--- src/rtl/rr_arbiter_16.sv ---
// Sixteen-requester round-robin arbiter with registered one-hot/binary grant outputs.
// Define ARB_TIMEOUT_EN to force-release any grant held for MAX_HOLD consecutive cycles.
module rr_arbiter_16 #(
   parameter int MAX_HOLD = 8
) (
   input  logic        clk,
   input  logic        rst_n,
   input  logic [15:0] req,
   output logic [15:0] gnt,
   output logic [3:0]  gnt_idx,
   output logic        gnt_valid,
   output logic        hold_timeout
);

   localparam logic [0:0] IDLE  = 1'b0;
   localparam logic [0:0] GRANT = 1'b1;

   logic [0:0]  state;
   logic [3:0]  ptr;
   logic [3:0]  winner;
   logic [3:0]  probe;
   logic        found;
   logic        owner_req;
   logic        force_release;
   logic        release_now;
   logic [3:0]  next_ptr;

   // Search starts at ptr and wraps modulo 16; the first set request wins.
   always_comb begin
      winner = 4'd0;
      probe  = 4'd0;
      found  = 1'b0;
      for (int k = 0; k < 16; k++) begin
         probe = ptr + 4'(k);
         if (!found && req[probe]) begin
            winner = probe;
            found  = 1'b1;
         end
      end
   end

   assign owner_req = req[gnt_idx];
   assign next_ptr  = gnt_idx + 4'd1;

`ifdef ARB_TIMEOUT_EN
   localparam logic [7:0] HOLD_LIMIT = 8'(MAX_HOLD);

   logic [7:0] hold_cnt;

   // hold_cnt equals the number of cycles the current grant has already been visible.
   assign force_release = (state == GRANT) && owner_req && (hold_cnt == HOLD_LIMIT);

   always_ff @(posedge clk) begin
      if (!rst_n) begin
         hold_cnt <= 8'd0;
      end else if (state == IDLE) begin
         hold_cnt <= found ? 8'd1 : 8'd0;
      end else if (!owner_req || force_release) begin
         hold_cnt <= 8'd0;
      end else begin
         hold_cnt <= hold_cnt + 8'd1;
      end
   end
`else
   logic unused_max_hold;

   assign unused_max_hold = |32'(MAX_HOLD);
   assign force_release   = 1'b0;
`endif

   assign release_now = (state == GRANT) && (!owner_req || force_release);

   always_ff @(posedge clk) begin
      if (!rst_n) begin
         state        <= IDLE;
         ptr          <= 4'd0;
         gnt          <= 16'd0;
         gnt_idx      <= 4'd0;
         gnt_valid    <= 1'b0;
         hold_timeout <= 1'b0;
      end else begin
         hold_timeout <= 1'b0;
         case (state)
            IDLE: begin
               if (found) begin
                  state     <= GRANT;
                  gnt       <= 16'd1 << winner;
                  gnt_idx   <= winner;
                  gnt_valid <= 1'b1;
               end
            end
            GRANT: begin
               // A release always leaves one dead cycle before the next grant.
               if (release_now) begin
                  state        <= IDLE;
                  ptr          <= next_ptr;
                  gnt          <= 16'd0;
                  gnt_idx      <= 4'd0;
                  gnt_valid    <= 1'b0;
                  hold_timeout <= owner_req && force_release;
               end
            end
            default: begin
               state     <= IDLE;
               gnt       <= 16'd0;
               gnt_idx   <= 4'd0;
               gnt_valid <= 1'b0;
            end
         endcase
      end
   end

endmodule

--- config.mk ---
export PLATFORM = sky130hd
export DESIGN_NAME = rr_arbiter_16
export DESIGN_NICKNAME = d
export VERILOG_FILES = /design/src/rtl/rr_arbiter_16.sv
export SDC_FILE = /design/constraint.sdc
export NUM_CORES = 1
export LEC_CHECK = 0
export CAP_MARGIN = 25
export CORE_MARGIN = 3
export CORE_UTILIZATION = 40
export CTS_CLUSTER_DIAMETER = 200
export DETAILED_ROUTE_END_ITERATION = 6
export PLACE_DENSITY_LB_ADDON = 0.15
export SETUP_SLACK_MARGIN = 0.5
export SYNTH_ARGS = -nofsm -noshare
export SYNTH_HDL_FRONTEND = slang
export SYNTH_SLANG_ARGS = --single-unit
--- constraint.sdc ---
create_clock -name clk -period 4.5 [get_ports clk]
set_input_delay 0.9 -clock clk [delete_from_list [all_inputs] [get_ports clk]]
set_output_delay 0.9 -clock clk [all_outputs]
set_load 0.02 [all_outputs]
# Word-level counts from Yosys, hierarchy flattened

Index checks and enable logic that the tools add are counted.

Reduce and logical (&&, ||, !) cells: 34
Shift operators: 1
Equal/unequal tests: 2
$lt $le $gt $ge: 17
Muxes and demuxes: 78
Bitwise gates (word level): 1
Add/sub/neg operators: 16

Operators with widths:

| operator                                                   | count |
|---|---|
| less-than comparator 4 x 5 -> 1 bit, second input constant | 17 |
| 2-to-1 mux 4 bit                                           | 18 |
| binary-select mux 1 bit (select 4 bit)                     | 17 |
| 2-to-1 mux 1 bit                                           | 37 |
| adder 4 bit, second input constant                         | 8 |
| 2-to-1 mux 16 bit                                          | 2 |
| case mux 16 bit (2 select lines)                           | 1 |
| adder 4 x 3 -> 4 bit, second input constant                | 4 |
| logical AND 1 bit                                          | 16 |
| logical NOT 1 bit                                          | 16 |
| left shift 1 x 4 -> 16 bit, first input constant           | 1 |
| adder 4 x 1 -> 4 bit, second input constant                | 2 |
| adder 4 x 2 -> 4 bit, second input constant                | 2 |
| case mux 4 bit (2 select lines)                            | 1 |
| case mux 1 bit (2 select lines)                            | 2 |
| AND reduction 2 bit                                        | 2 |
| != test 2 x 1 -> 1 bit, second input constant              | 1 |
| != test 2 bit, second input constant                       | 1 |
| NOT 1 bit                                                  | 1 |

Input port bits: 18
Output and inout bits: 22
Register bits: 26
Logic and storage cells: 154

# Depth between registers and ports, before layout

Gate-level depths: netlist of run 1.

Depth after elaboration: 51
Depth in mapped cells: 20
Mapped depth without buffers: 12

# Worst setup path before layout of run 1

Ideal clock, no wire load.

Path type: reg-to-reg
Start: register ptr[1]
End: register gnt[0]
Data arrival time: 4666 ps
Clock period less this slack: 4725 ps
Setup time: 59 ps
Path buffers: 6
Path slack: -225 ps
Data required time: 4441 ps
Stages on the path, launching flop included: 19
Cell sequence: dfxtp_1 buf_6 buf_2 buf_1 inv_1 ha_1 buf_4 buf_6 buf_6 mux2i_1 mux2_2 o32a_1 and3_1 a22o_1 a221o_1 or3_1 a21oi_1 o211a_1 a22o_1

Cells in the longest elaborated chain, start to end: 51
Elaborated cells between the ends (all ways): 114
Those cells by class: add/sub: 15; eq/ne: 1; shift: 1; mux: 66; reduce/logical: 31

Ends and longest elaborated chain:

| element                                                                       | line | text |
|---|---|---|
| from (decl)                                                                   | 19   | `logic [3:0] ptr;` |
| from (signal assigned)                                                        | 96   | `ptr <= next_ptr;` |
| parallel branches: the longest is 51 deep, another holds adder 4 x 1 -> 4 bit | n/a  |  |
| to (signal assigned)                                                          | 87   | `gnt <= 16'd1 << winner;` |
| to (decl)                                                                     | 9    | `output logic [15:0] gnt,` |

Several ways; the timed one is not identified. The select of a mux whose other input is x is not followed.
A chain may end at the register's enable or synchronous reset.

# Worst setup path after layout of run 1

Start: input req[2]
End: register gnt[3]

Cells in the longest elaborated chain, start to end: 51
Elaborated cells between the ends (all ways): 104
Those cells by class: eq/ne: 2; shift: 1; mux: 68; reduce/logical: 33

Ends and longest elaborated chain:

| element                                | line | text |
|---|---|---|
| from (decl)                            | 8    | `input logic [15:0] req,` |
| binary-select mux 1 bit (select 4 bit) | 35   | `if (!found && req[probe]) begin` |
| 2-to-1 mux 1 bit (not written as such) | 35   |  |
| 2-to-1 mux 1 bit                       | 35   |  |
| logical NOT 1 bit                      | 35   |  |
| logical AND 1 bit                      | 35   |  |
| 2-to-1 mux 1 bit                       | 35   |  |
| logical NOT 1 bit                      | 35   |  |
| logical AND 1 bit                      | 35   |  |
| [35 not listed]                        | n/a  |  |
| logical AND 1 bit                      | 35   |  |
| 2-to-1 mux 1 bit                       | 35   |  |
| logical NOT 1 bit                      | 35   |  |
| logical AND 1 bit                      | 35   |  |
| 2-to-1 mux 4 bit                       | 35   |  |
| left shift 1 x 4 -> 16 bit             | 87   |  |
| 2-to-1 mux 16 bit                      | 85   | `if (found) begin` |
| case mux 16 bit (2 select lines)       | 83   | `case (state)` |

Several ways; a longest one is shown, not always the timed one. The select of a mux whose other input is x is not followed.

==> flow_metrics.tcl, run 1 <==
set metrics [dict create \
    synth_edf_count 0 \
    fp.coreArea_um2 9459 \
    via_count 3872 \
    clock_sinks 26 \
    endpoint_kind "flip-flop" \
    regToRegEndpoint "gnt[3]" \
    layout.cells.most_common "buf_4" \
    start_util_pct 42.18 \
    r2r-start "ptr[1]" \
    syn2layout_area_growth_pct 25.53 \
    clock_skew_ns 0.003109 \
    final-hold-violation-count 0 \
    path_clk_slew_ns 0.09 \
    grt_pass1_wl_mm 21.25 \
    syn_inst 418 \
    rows 35 \
    die_w_um 105.9 \
    cts_max_level 1 \
    pre_cts_slack_ns -0.08162 \
    ff2ff_setup_slack_ns 0.63 \
    fillCellCount 911 \
    min_path_type "flip-flop to flip-flop" \
    worstPathRequired_ns 4.72 \
    layout_common_cells "47 x buf_4, 39 x mux4_2, 32 x nand2_1" \
    cts_made_buffers 3 \
    io_buffers 38 \
    n_antenna_cell 0 \
    ant_nets 0 \
    ys_types 73 \
    slowest_delay_ns 0.57 \
    overflow 0 \
    cts_hold_buf 0 \
    grt_use_total_pct 23.60 \
    critical_path.max_fanout 9 \
    cellPowerDensity_nw_per_um2 774.1 \
    grt_max_degree 36 \
    tightest_slew_ns 0.7795 \
    first_pass_iters 5 \
    reg2reg_depth 14 \
    nets 515 \
    crit_type "input pin to flip-flop" \
    holdPathStages 1 \
    p_leak_nw 1.903 \
    hold_start "gnt[9]" \
    yosys_warnings 0 \
    max-clock-path-buffers 2 \
    vias_per_cell 6.276 \
    grt_pass1_vias 3837 \
    hold_path_end "gnt[9]" \
    tns_ns 0 \
    ios 40 \
    period_minus_slack_ns 3.902 \
    synthArstFlopShare_pct 0 \
    drv_cap 0 \
    seqCellArea_um2 523.0 \
    timing.critical_path.arrival_ns 4.13 \
    routed_wirelength_mm 13.18 \
    cp-start-kind "input pin" \
    timing.final.crit_share_pct 86.72 \
    drive_gt1_share_pct 32.17 \
    die_h_um 105.9 \
    cp_cell_sequence "dlygate4sd2_1 -> buf_6 -> mux2_2 -> mux2_4 -> mux4_2 -> nor4_4 -> nand4_4 -> buf_4 -> a211oi_1 -> o32a_1 -> nand2_1 -> nor2_2 -> a22o_1" \
    critPathSlowestCell "mux4_2" \
    multi_input_area_um2 3381 \
    relSlewSlack_pct 46.55 \
    synth_seq_cells 26 \
    ys_seq_area_share_pct 13.04 \
    die_area_um2 11210 \
    place_congestion 0.9381 \
    final_area_um2 5009 \
    setup_violations 0 \
    setup_slack_ns 0.5976 \
    drc 0 \
    antenna_found_initial 0 \
    syn_nets 444 \
    vdd.ir_drop.worst_mv 0.3620 \
    postSynthAreaPerCell_um2 9.546 \
    slew_viol_final 0 \
    syn_area_um2 3990 \
    drtIter0Drc 267 \
    rsz0062_at_grt "false" \
    dpl.hpwl_mm 10.00 \
    fin_util_pct 52.95 \
    synthFlopType "dfxtp_1" \
    cts_tree "yes" \
    placed_area_um2 4780 \
    cts_root_buf "clkbuf_8" \
    status "complete, no violations" \
    max_freq_mhz 256.2 \
    clock_latency_ns 0.28 \
    wl_per_cell_um 21.36 \
]
timing repair:
item                       4_1_cts  5_1_grt
setup endpoints to repair       19       18
gates cloned                     0        0
resized for setup               32        7
hold endpoints to repair         0        0
buffers inserted                 9        3
pin swaps                       11        7
registers in the layout, summed over array words and instances, names as in the netlist:
signal and count:
ptr 4, gnt 16, gnt_idx 4, gnt_valid 1
state 1
through the flow:
stage,total power [W],hold WS [ns],cells
floorplan,0.002570,0.5290,418
global placement,0.003415,0.4628,601
detailed placement,0.003423,0.4643,601
CTS,0.003764,0.4879,614
global route,0.004136,0.5020,617
finish,0.003877,0.4824,617
layer usage:
| layer | GRT usage, % | routed length, um |
|---|---|---|
| met5 | 0 | 0 |
| met1 | 32.01 | 5875 |
| met3 | 3.552 | 819 |
| met2 | 39.94 | 6277 |
| met4 | 4.903 | 207 |
logic make-up after synthesis:
kind of cell             synth area share (%)
AND/OR/NAND/NOR                         17.22
AO/OA/AOI/OAI                           22.64
multiplexers                            36.47
buffers and inverters                   4.986
flip-flops                              13.04
XOR/XNOR                                3.042
adder cells (fa/ha/maj)                 2.509
other                                 0.09398
cell type report:
type	count	area share, %
Multi-Input combinational cell	353	67.50
Timing Repair Buffer	93	16.44
Sequential cell	26	10.44
Tap cell	129	3.223
Clock buffer	3	0.8244
Inverter	12	0.9743
Clock inverter	1	0.5996
how the worst max path moves through the flow:
stage,startpoint,end,slack [ns],depth (start not counted)
after floorplan,ptr[1],gnt[10],0.41,19
after detailed placement,req[10],gnt[8],-0.08,11
after global placement,req[10],gnt[0],-0.004,11
after CTS,ptr[1],gnt[4],0.51,13
final,req[2],gnt[3],0.60,13
after global routing,ptr[1],gnt[1],0.50,14
where the power goes:
group	internal [W]	switching (W)	total (W)	leakage, nW
sequential	0.000290	0.0000751	0.000365	0.212
clock	0.000119	0.0000764	0.000195	0.0357
combinational	0.00150	0.00181	0.00332	1.65
worst max-delay path, delay by kind of cell:
family	cells	cell delay, ns
simple gates	4	0.86
compound gates	3	0.60
buf+inv	3	0.60
mux	3	1.16
synth_stat cells (5+ instances only):
master | instances | area share, %
ha_1 | 8 | 2.5
o21ai_0 | 13 | 1.6
nor2_1 | 30 | 2.8
buf_4 | 5 | 0.94
xnor2_1 | 9 | 2.0
mux2_1 | 6 | 1.7
nand3_1 | 8 | 1.0
a21oi_1 | 26 | 3.3
a22o_1 | 20 | 4.4
mux2i_1 | 22 | 5.5
nand2b_1 | 7 | 1.1
nor3_1 | 14 | 1.8
nand2_1 | 33 | 3.1
and2_1 | 8 | 1.3
mux4_2 | 36 | 20
clkbuf_1 | 11 | 1.0
a211oi_1 | 10 | 1.9
dfxtp_1 | 26 | 13
and3_1 | 12 | 1.9
mux4_1 | 5 | 3.3
inv_1 | 9 | 0.85
mux2_2 | 20 | 5.6
(Power assumes the default switching activity.)
==> run 2: changes to the inputs <==
--- a/config.mk
+++ b/config.mk
@@ -5,11 +5,12 @@
 export SDC_FILE = /design/constraint.sdc
 export NUM_CORES = 1
 export LEC_CHECK = 0
-export CAP_MARGIN = 25
+export CAP_MARGIN = 40
 export CORE_MARGIN = 3
 export CORE_UTILIZATION = 40
 export CTS_CLUSTER_DIAMETER = 200
 export DETAILED_ROUTE_END_ITERATION = 6
+export GPL_ROUTABILITY_DRIVEN = 0
 export PLACE_DENSITY_LB_ADDON = 0.15
 export SETUP_SLACK_MARGIN = 0.5
 export SYNTH_ARGS = -nofsm -noshare
==> flow_metrics.tcl, run 2 (synthesized netlist as in run 1, its figures left out) <==
set metrics [dict create \
    vdd.ir_drop.worst_mv 0.3557 \
    fp.coreArea_um2 9459 \
    endpoint_kind "flip-flop" \
    wl_per_cell_um 21.48 \
    status "complete, no violations" \
    fillCellCount 912 \
    grt_pass1_vias 3911 \
    drtIter0Drc 322 \
    drc 0 \
    reg2reg_depth 14 \
    slowest_delay_ns 0.50 \
    tightest_slew_ns 0.5339 \
    critPathSlowestCell "mux4_2" \
    grt_pass1_wl_mm 21.41 \
    timing.critical_path.arrival_ns 4.07 \
    clock_skew_ns 0.006603 \
    layout_common_cells "49 x buf_4, 41 x mux4_2, 32 x nand2_1" \
    worstPathRequired_ns 4.72 \
    clock_latency_ns 0.28 \
    critical_path.max_fanout 9 \
    final-hold-violation-count 0 \
    max_freq_mhz 260.4 \
    vias_per_cell 6.310 \
    via_count 3893 \
    ff2ff_setup_slack_ns 0.70 \
    syn2layout_area_growth_pct 24.43 \
    ios 40 \
    slew_viol_final 0 \
    setup_violations 0 \
    drive_gt1_share_pct 34.84 \
    tns_ns 0 \
    cts_max_level 1 \
    io_buffers 38 \
    clock_sinks 26 \
    antenna_found_initial 0 \
    grt_max_degree 36 \
    fin_util_pct 52.49 \
    p_int_w 0.001894 \
    die_h_um 105.9 \
    cp-start-kind "input pin" \
    timing.final.crit_share_pct 85.35 \
    relSlewSlack_pct 64.41 \
    p_leak_nw 1.895 \
    period_minus_slack_ns 3.841 \
    p_sw_share_pct 50.69 \
    overflow 0 \
    holdPathStages 1 \
    die_area_um2 11210 \
    cts_hold_buf 0 \
    layout.cells.most_common "buf_4" \
    rows 35 \
    dpl.hpwl_mm 9.845 \
    nets 515 \
    start_util_pct 42.18 \
    grt_use_total_pct 23.78 \
    pwr-share-comb_pct 85.2 \
    die_w_um 105.9 \
    largest_reg_flops 16 \
    drv_cap 0 \
    placed_area_um2 4787 \
    path_clk_slew_ns 0.09 \
    cts_root_buf "clkbuf_8" \
    p_clk_share_pct 5.1 \
    first_pass_iters 7 \
    cts_made_buffers 3 \
    cts_tree "yes" \
    min_path_type "flip-flop to flip-flop" \
    seqPwrFrac_pct 9.7 \
    pre_cts_slack_ns -0.04908 \
    cp_cell_sequence "clkdlybuf4s15_1 -> buf_4 -> mux4_2 -> and3_1 -> a2111o_1 -> nor4_4 -> nand4_4 -> nor2_8 -> and3_4 -> o211a_4 -> nor3b_4 -> a22o_1" \
    setup_slack_ns 0.6591 \
    crit_type "input pin to flip-flop" \
    max-clock-path-buffers 2 \
    p_sw_w 0.001947 \
    top_regs "gnt (16), gnt_idx (4), ptr (4)" \
    routed_wirelength_mm 13.25 \
    ant_nets 0 \
    top_register "gnt" \
    final_area_um2 4965 \
    n_antenna_cell 0 \
    cellPowerDensity_nw_per_um2 773.6 \
    rsz0062_at_grt "false" \
]
-- run 2: final timing paths --
check                            start      to
worst min register to register  gnt[5]  gnt[5]
worst max register to register  ptr[1]  gnt[0]
worst min-delay path            gnt[5]  gnt[5]
worst max-delay path            req[0]  gnt[0]
-- run 2: power by group through the flow --
stage	clock network (W)	registers [W]	logic, W
6_report	0.000195	0.000372	0.00327
5_1_grt	0.000208	0.000385	0.00350
4_1_cts	0.000197	0.000370	0.00319
3_5_place_dp	0	0.000376	0.00305
3_3_place_gp	0	0.000373	0.00303
2_1_floorplan	0	0.000397	0.00217
-- run 2: what timing repair did --
item	in CTS	in global routing
endpoints found under the hold margin	0	0
setup buffers	8	3
pin swaps	9	7
setup endpoints to repair	19	18
gates resized for setup	26	39
-- run 2: worst max-delay path: cells and delay by family --
kind / cells / cell delay [ns]
AO/OA/AOI/OAI: 3 / 0.84
buffers and inverters: 2 / 0.37
multiplexers: 1 / 0.50
AND/OR/NAND/NOR: 6 / 1.45
-- run 2: cell type report --
| class | instances | area (um2) | share of cell area (%) |
|---|---|---|---|
| multi-input cells | 353 | 3368 | 67.84 |
| repair buffers | 93 | 789.5 | 15.90 |
| flip-flops and latches | 26 | 525.5 | 10.58 |
| well taps | 129 | 161.4 | 3.251 |
| inverters | 12 | 48.80 | 0.9829 |
| clock buffers | 3 | 41.29 | 0.8317 |
| clock inverters | 1 | 30.03 | 0.6048 |
-- run 2: metrics by stage --
stage | cells | hold WS [ns] | power (W)
after floorplan | 418 | 0.5290 | 0.002570
after global placement | 602 | 0.4651 | 0.003408
after detailed placement | 602 | 0.4660 | 0.003423
after CTS | 614 | 0.4883 | 0.003753
after global routing | 617 | 0.5024 | 0.004096
final | 617 | 0.4842 | 0.003841
-- run 2: routing by layer --
metal | GRT usage (%) | wire (um)
met5 | 0 | 0
met4 | 7.401 | 352
met3 | 3.062 | 874
met2 | 39.03 | 6217
met1 | 32.55 | 5808
==> run 3: changes to the inputs <==
==> constraint.sdc (replaced) <==
create_clock -name clk -period 4.83 [get_ports clk]
set_input_delay 0.966 -clock clk [delete_from_list [all_inputs] [get_ports clk]]
set_output_delay 0.966 -clock clk [all_outputs]
set_load 0.02 [all_outputs]
==> flow_metrics.tcl, run 3 (synthesized netlist as in run 1, its figures left out) <==
set metrics [dict create \
    status "complete, no violations" \
    r2r-start "ptr[0]" \
    largest_reg_flops 16 \
    clock_latency_ns 0.27 \
    final-hold-violation-count 0 \
    seqCellArea_um2 520.5 \
    n_antenna_cell 0 \
    final_area_um2 4787 \
    grt_pass1_vias 3650 \
    seqPwrFrac_pct 10.2 \
    multi_input_area_um2 3317 \
    cp_cell_sequence "clkdlybuf4s50_1 -> buf_4 -> mux2_2 -> mux2_2 -> mux4_2 -> nor4_4 -> nand4_4 -> a2111oi_4 -> a41oi_2 -> a2bb2oi_4 -> buf_4 -> o211a_1 -> a22o_1" \
    routed_wirelength_mm 12.60 \
    clock_sinks 26 \
    cellPowerDensity_nw_per_um2 702.1 \
    drv_cap 0 \
    drtIter0Drc 287 \
    p_leak_nw 1.803 \
    die_w_um 105.9 \
    cts_hold_buf 0 \
    fp.coreArea_um2 9459 \
    pwr-share-comb_pct 84.5 \
    nets 498 \
    ios 40 \
    p_sw_share_pct 51.97 \
    drive_gt1_share_pct 27.60 \
    ff2ff_setup_slack_ns 0.73 \
    grt_pass1_wl_mm 20.16 \
    crit_start "req[5]" \
    slew_viol_final 0 \
    p_sw_w 0.001747 \
    relSlewSlack_pct 46.40 \
    tightest_slew_ns 0.7983 \
    max-clock-path-buffers 2 \
    top_regs "gnt (16), gnt_idx (4), ptr (4)" \
    rsz0062_at_grt "false" \
    placed_area_um2 4644 \
    drc 0 \
    path_clk_slew_ns 0.09 \
    dp_cells 593 \
    io_buffers 38 \
    critPathSlowestCell "mux4_2" \
    grt_use_total_pct 22.43 \
    cts_max_level 1 \
    timing.critical_path.arrival_ns 4.39 \
    syn2layout_area_growth_pct 19.97 \
    wl_per_cell_um 21.01 \
    die_area_um2 11210 \
    critical_path.max_fanout 8 \
    setup_violations 0 \
    hold_start "gnt[13]" \
    antenna_found_initial 0 \
    first_pass_iters 5 \
    ant_nets 0 \
    cts_made_buffers 3 \
    period_minus_slack_ns 4.177 \
    min_path_type "flip-flop to flip-flop" \
    cts_root_buf "clkbuf_8" \
    die_h_um 105.9 \
    layout.cells.most_common "mux4_2" \
    crit_type "input pin to flip-flop" \
    worstPathRequired_ns 5.05 \
    p_clk_share_pct 5.3 \
    vdd.ir_drop.worst_mv 0.2899 \
    vias_per_cell 6.295 \
    endpoint_kind "flip-flop" \
    top_register "gnt" \
    cts_tree "yes" \
    cp-start-kind "input pin" \
    slowest_delay_ns 0.59 \
    start_util_pct 42.18 \
    dpl.hpwl_mm 9.756 \
    timing.final.crit_share_pct 86.48 \
    max_freq_mhz 239.4 \
    fin_util_pct 50.61 \
    grt_max_degree 36 \
    tns_ns 0 \
    layout_common_cells "38 x mux4_2, 36 x buf_4, 33 x nand2_1" \
    finalNonFillerCells 600 \
    fillCellCount 913 \
    clock_skew_ns 0.004463 \
    overflow 0 \
    via_count 3777 \
    p_int_w 0.001614 \
    rows 35 \
]
## run 3: power by group through the flow
stage | clock [W] | combinational (W) | sequential [W]
2_1_floorplan | 0 | 0.00195 | 0.000370
3_3_place_gp | 0 | 0.00268 | 0.000347
3_5_place_dp | 0 | 0.00268 | 0.000347
4_1_cts | 0.000181 | 0.00273 | 0.000343
5_1_grt | 0.000189 | 0.00304 | 0.000353
6_report | 0.000178 | 0.00284 | 0.000341
## run 3: repair_timing
action | CTS | global route
endpoints found under the setup margin | 16 | 18
pin swaps | 1 | 8
resized for setup | 8 | 17
buffers inserted | 1 | 2
## run 3: path summary, 6_finish.rpt
path	to	depth (start not counted)
setup / recovery	gnt[1]	13
hold / removal	gnt[13]	1
setup reg to reg	gnt[0]	11
hold reg to reg	gnt[13]	1
## run 3: final cells by class
class | instances | share of cell area (%)
multi-input cells | 353 | 69.29
repair buffers | 76 | 14.04
flip-flops and latches | 26 | 10.87
well taps | 129 | 3.372
inverters | 12 | 0.9409
clock buffers | 3 | 0.8625
clock inverters | 1 | 0.6273
## run 3: critical path, delay by kind of cell
family / cells / cell delay [ns]
and+or+nand+nor: 2 / 0.53
AOI/OAI and AO/OA: 5 / 0.97
buffers and inverters: 3 / 0.76
muxes: 3 / 1.17
## run 3: metrics by stage
stage | hold slack, ns | total power (W) | worst slack, ns
after floorplan | 0.5290 | 0.002315 | 0.5622
after global placement | 0.4604 | 0.003026 | 0.2004
after detailed placement | 0.4650 | 0.003029 | 0.1254
after CTS | 0.4883 | 0.003252 | 0.5199
after global routing | 0.5101 | 0.003587 | 0.5089
final | 0.4855 | 0.003361 | 0.6531
## run 3: layer usage
metal,GRT usage (%),up-vias,routed length [um]
li1,-,1754,-
met1,31.26,1856,5690
met2,39.25,153,6124
met3,1.960,14,651
met4,2.128,0,136
met5,0,-,0
